===== src/rtl/key_candidate_scanner.sv =====
// Walks the candidate-key mux select, registers each candidate and compares it
// against a latched target under a mask, accumulating first index, count and bitmap.
module key_candidate_scanner #(
    parameter int WIDTH    = 128,
    parameter int NUM_CAND = 16,
    parameter int SEL_W    = 4
) (
    input  logic                clk,
    input  logic                rst_n,
    input  logic                start,
    input  logic [WIDTH-1:0]    target,
    input  logic [WIDTH-1:0]    mask,
    output logic [SEL_W-1:0]    sel,
    input  logic [WIDTH-1:0]    cand,
    output logic                busy,
    output logic                done,
    output logic                match_found,
    output logic [SEL_W-1:0]    match_idx,
    output logic [SEL_W:0]      match_count,
    output logic [NUM_CAND-1:0] match_bitmap
);

    typedef enum logic [1:0] {
        S_IDLE,
        S_SCAN,
        S_DONE
    } state_t;

    state_t              state_q, state_d;
    logic [SEL_W-1:0]    sel_q, sel_d;
    logic                busy_q, busy_d;
    logic                done_q, done_d;
    logic [WIDTH-1:0]    target_q, target_d;
    logic [WIDTH-1:0]    mask_q, mask_d;
    logic [WIDTH-1:0]    cand_q, cand_d;
    logic [SEL_W-1:0]    cap_idx_q, cap_idx_d;
    logic                cap_valid_q, cap_valid_d;
    logic                found_q, found_d;
    logic [SEL_W-1:0]    idx_q, idx_d;
    logic [SEL_W:0]      count_q, count_d;
    logic [NUM_CAND-1:0] bitmap_q, bitmap_d;
    logic                match;

    assign match = ~|((cand_q ^ target_q) & mask_q);

    always_comb begin
        state_d     = state_q;
        sel_d       = sel_q;
        busy_d      = busy_q;
        done_d      = 1'b0;
        target_d    = target_q;
        mask_d      = mask_q;
        cand_d      = cand_q;
        cap_idx_d   = cap_idx_q;
        cap_valid_d = 1'b0;
        found_d     = found_q;
        idx_d       = idx_q;
        count_d     = count_q;
        bitmap_d    = bitmap_q;

        // Compare stage trails capture by one cycle
        if (cap_valid_q && match) begin
            bitmap_d[cap_idx_q] = 1'b1;
            count_d             = count_q + 1'b1;
            if (!found_q) begin
                found_d = 1'b1;
                idx_d   = cap_idx_q;
            end
        end

        unique case (state_q)
            S_IDLE: begin
                sel_d  = '0;
                busy_d = 1'b0;
                if (start) begin
                    target_d = target;
                    mask_d   = mask;
                    found_d  = 1'b0;
                    idx_d    = '0;
                    count_d  = '0;
                    bitmap_d = '0;
                    sel_d    = '0;
                    busy_d   = 1'b1;
                    state_d  = S_SCAN;
                end
            end
            S_SCAN: begin
                cand_d      = cand;
                cap_idx_d   = sel_q;
                cap_valid_d = 1'b1;
                if (sel_q == SEL_W'(NUM_CAND - 1)) begin
                    sel_d   = '0;
                    state_d = S_DONE;
                end else begin
                    sel_d = sel_q + 1'b1;
                end
            end
            S_DONE: begin
                done_d  = 1'b1;
                busy_d  = 1'b0;
                state_d = S_IDLE;
            end
            default: begin
                sel_d   = '0;
                busy_d  = 1'b0;
                state_d = S_IDLE;
            end
        endcase
    end

    always_ff @(posedge clk or negedge rst_n) begin
        if (!rst_n) begin
            state_q     <= S_IDLE;
            sel_q       <= '0;
            busy_q      <= 1'b0;
            done_q      <= 1'b0;
            target_q    <= '0;
            mask_q      <= '0;
            cand_q      <= '0;
            cap_idx_q   <= '0;
            cap_valid_q <= 1'b0;
            found_q     <= 1'b0;
            idx_q       <= '0;
            count_q     <= '0;
            bitmap_q    <= '0;
        end else begin
            state_q     <= state_d;
            sel_q       <= sel_d;
            busy_q      <= busy_d;
            done_q      <= done_d;
            target_q    <= target_d;
            mask_q      <= mask_d;
            cand_q      <= cand_d;
            cap_idx_q   <= cap_idx_d;
            cap_valid_q <= cap_valid_d;
            found_q     <= found_d;
            idx_q       <= idx_d;
            count_q     <= count_d;
            bitmap_q    <= bitmap_d;
        end
    end

    assign sel          = sel_q;
    assign busy         = busy_q;
    assign done         = done_q;
    assign match_found  = found_q;
    assign match_idx    = idx_q;
    assign match_count  = count_q;
    assign match_bitmap = bitmap_q;

endmodule


===== config.mk =====
export PLATFORM = sky130hd
export DESIGN_NAME = key_candidate_scanner
export DESIGN_NICKNAME = d
export VERILOG_FILES = /design/src/rtl/key_candidate_scanner.sv
export SDC_FILE = /design/constraint.sdc
export NUM_CORES = 1
export LEC_CHECK = 0
export CORE_ASPECT_RATIO = 0.7
export CORE_MARGIN = 2
export CORE_UTILIZATION = 50
export CTS_CLUSTER_DIAMETER = 100
export DETAILED_ROUTE_END_ITERATION = 6
export GPL_TIMING_DRIVEN = 1
export PLACE_DENSITY = 0.8
export RECOVER_POWER = 50
export SLEW_MARGIN = 20
export SYNTH_ARGS = -nofsm -noshare
export SYNTH_HDL_FRONTEND = slang
export SYNTH_SLANG_ARGS = --single-unit

===== constraint.sdc =====
create_clock -name clk -period 2.9 [get_ports clk]
set_input_delay 0.29 -clock clk [delete_from_list [all_inputs] [get_ports clk]]
set_output_delay 0.29 -clock clk [all_outputs]
set_load 0.005 [all_outputs]

==> summary.md <==
| Metric | Value |
|---|---|
| CTS Sinks | `423` |
| Worst endpoint required time | `3.31 ns` |
| Met2 Use GR | `46.80%` |
| Via-to-Cell Ratio | `5.382` |
| Reg2Reg Launch Point | `target_q[122]` |
| Final instance area | `0.02434 mm²` |
| Pin count of the biggest net entering global routing | `114` |
| Critical path peak fanout | `6` |
| Clock Pin Slew Worst Setup and Hold Paths | `0.07 ns` |
| Min Hold Slack | `0.2637 ns` |
| Total GRT Usage | `30.33%` |
| Final hold viol count | `0` |
| CP startpoint kind | `flop` |
| Pins Over Slew Limit | `78` |
| Overflow after GRT | `0` |
| Fin nets | `2560` |
| Syn Nets | `2137` |
| Final Core Density | `69.65%` |
| Worst Setup EP | `match_count[0]` |
| Mapped Avg Cell Area | `10.20 µm²` |
| Finished Layout Cells | `2688` |
| Final WL | `56.83 mm` |
| Dpl cell area | `0.02276 mm²` |
| RSZ-0062 raised after global routing | `yes` |
| Max Buffers Root-to-Sink | `3` |
| Chip Width | `229.7 µm` |
| Layout cell share with drive strength beyond 1 | `11.94%` |
| First-pass GRT wire length | `84.96 mm` |
| Core area | `0.03495 mm²` |
| Post-layout min period | `2.885 ns` |
| Flops & latches, synth | `423` |
| Max Clock Freq | `0.3467 GHz` |
| Critical Path AT | `3.29 ns` |
| Final worst-path cycle share | `99.47%` |
| Placed cells | `2596` |
| DR vias | `14470` |
| CP Launch Point | `target_q[122]` |
| Violated checks | `max-capacitance violations, max-slew violations` |
| Pre-CTS setup slack | `-0.1933 ns` |
| Worst slew margin | `-45.80%` |
| Reg-to-reg slack, setup | `0.02 ns` |
| Total number of yosys warnings | `0` |
| CP endpoint kind | `flop` |
| Setup violations, final | `0` |
| Worst Max-Slew Pin Slew | `2.187 ns` |
| Worst-case clock skew | `0.01593 ns` |
| Chip Height | `162.0 µm` |
| Post-DP HPWL | `41.74 mm` |
| Reg-to-reg endpoint | `match_count[0]` |
| Initial antenna violation count | `20` |
| Area grow syn2layout | `36.50%` |
| GP Congestion | `0.9187` |
| CTS buffer count | `41` |
| CTS tree | `done` |
| Ports | `419` |
| Number of global-route vias before repair | `14630` |
| Worst hold-check path type | `primary input to flop` |
| Most common cell after layout, fill and taps aside | `nand2_1` |
| Netlist cell types | `34` |
| Pwr per Cell Area | `993.0 mW/mm²` |
| Row count | `57` |
| Worst r2r path cells | `10` |
| GRT Max-Usage Layer | `met2` |
| Outcome | `finished, violations left` |
| Cell Area, Synth | `0.01783 mm²` |
| Peak supply drop | `0.4801 mV` |
| Met3 usage | `9.340%` |
| Leakage | `11.59 nW` |
| Clock latency on the worst-skew pair | `0.55 ns` |
| Grt met1 use | `40.78%` |
| Full die area | `0.03722 mm²` |
| # DRC | `0` |
| Mapped Cells | `1748` |
| Clock root buffer master | `clkbuf_16` |
| Maximum capacitance violations | `1` |
| Kind of critical path | `flop to flop` |
| Routed WL per cell | `21.14 µm` |
| H-tree depth | `2` |
| Buffers on Ports | `418` |
| Final WS setup | `0.01526 ns` |
| Post-route ant nets | `0` |
| Starting density of the core | `51.03%` |
| Most frequent cells in the layout | `nand2_1 (780), dfrtp_1 (423), clkdlybuf4s50_1 (417), mux2_2 (131), xor2_1 (128)` |
| Sequential area share after synthesis | `59.36%` |
| Initial drt markers | `1454` |
| DRT Pass-1 Iters | `5` |
==> critical path, stage by stage (launching register included) <==
cell and delay (ns):
dfrtp_1 0.39, xor2_1 0.17, a22o_1 0.32, a221oi_1 0.44, buf_4 0.20, nand4_1 0.10
or4b_4 0.58, buf_6 0.15, buf_4 0.15, o21ai_1 0.18, a21oi_2 0.07
==> per-layer routing <==
| layer | vias up | wire length, µm |
|---|---|---|
| met5 | - | 49 |
| met3 | 119 | 5240 |
| met2 | 568 | 26010 |
| met1 | 7182 | 23650 |
| li1 | 6590 | - |
| met4 | 8 | 1887 |
==> cells in the mapped netlist <==
cell / instances / area, µm²
or4_1: 4 / 30.03
and2_1: 1 / 6.260
nor3b_1: 1 / 7.510
a22oi_1: 73 / 548.0
a222oi_1: 1 / 10.01
buf_1: 5 / 18.77
clkbuf_1: 75 / 281.5
a221oi_1: 4 / 35.03
o21ai_0: 9 / 45.04
o21a_1: 2 / 15.01
nor4b_1: 1 / 8.760
a22o_1: 22 / 192.7
o31ai_1: 3 / 22.52
ha_1: 2 / 25.02
nand3_1: 8 / 40.04
nand2_1: 781 / 2932
or4b_1: 1 / 10.01
xor2_1: 129 / 1130
nor2b_1: 2 / 12.51
mux2_2: 131 / 1475
a21boi_0: 1 / 7.510
a21oi_1: 9 / 45.04
inv_1: 4 / 15.01
nand2b_1: 3 / 18.77
nor4_1: 10 / 62.56
buf_2: 2 / 10.01
nor3_1: 11 / 55.05
or2_2: 1 / 6.260
nor2_1: 3 / 11.26
or4b_4: 1 / 13.76
or3_1: 2 / 12.51
nand4_1: 22 / 137.6
dfrtp_1: 423 / 10590
a31oi_1: 1 / 6.260
==> power by group <==
group	leakage (nW)	switching [W]	internal, W
registers	5.20	0.00180	0.00834
logic	5.66	0.00459	0.00368
clock network	0.727	0.00233	0.00345
total	11.6	0.00871	0.0155
==> registers in the layout, indices dropped and copies added (netlist names) <==
signal        flops
busy              1
cand_q          128
cap_idx_q         4
cap_valid_q       1
done              1
mask_q          128
match_bitmap     16
match_count       5
match_found       1
match_idx         4
sel               4
state_q           2
target_q        128
==> cell type report <==
| cell class | count | area, µm² |
|---|---|---|
| clock inverter | 15 | 211.5 |
| inverter | 4 | 15.01 |
| clock buffer | 60 | 1250 |
| antenna | 13 | 32.53 |
| multi-input combinational | 1239 | 7007 |
| timing repair buffer | 462 | 4649 |
| sequential | 423 | 10590 |
| fill | 2573 | 10610 |
| tap | 472 | 590.6 |
==> metrics by stage <==
step	setup TNS, ns	total power [W]
2_1_floorplan	0	0.01455
3_3_place_gp	-0.5468	0.01786
3_5_place_dp	-0.8727	0.01824
4_1_cts	0	0.02415
5_1_grt	-0.1336	0.02559
6_report	0	0.02417
==> cell families (layout without fill, tap and decap cells) <==
logic type | after synthesis | count (layout) | synth area share [%]
AO/OA/AOI/OAI | 125 | 125 | 5.199
XOR/XNOR | 129 | 129 | 6.336
adder cells (fa/ha/maj) | 2 | 2 | 0.1403
buffers and inverters | 86 | 541 | 1.824
flip-flops | 423 | 423 | 59.36
multiplexers | 131 | 131 | 8.272
other | 0 | 13 | 0
AND/OR/NAND/NOR | 852 | 852 | 18.87
==> worst min-delay path by stage <==
| stage | from | endpoint | slack (ns) | depth (start not counted) |
|---|---|---|---|---|
| global placement | rst_n | cand_q[100] | 0.33 | 1 |
| CTS | target[56] | target_q[56] | 0.25 | 3 |
| detailed placement | rst_n | cand_q[100] | 0.34 | 1 |
| floorplan | rst_n | busy | -0.006 | 0 |
| finish | target[56] | target_q[56] | 0.26 | 3 |
| global route | target[56] | target_q[56] | 0.26 | 3 |
==> what timing repair did <==
item,CTS,global route
endpoints found under the setup margin,9,9
setup buffers,3,0
pin swaps,14,5
endpoints found under the hold margin,75,0
resized for setup,6,15
hold buffers,1,0
No activity file was read; power rests on OpenSTA's default activity.
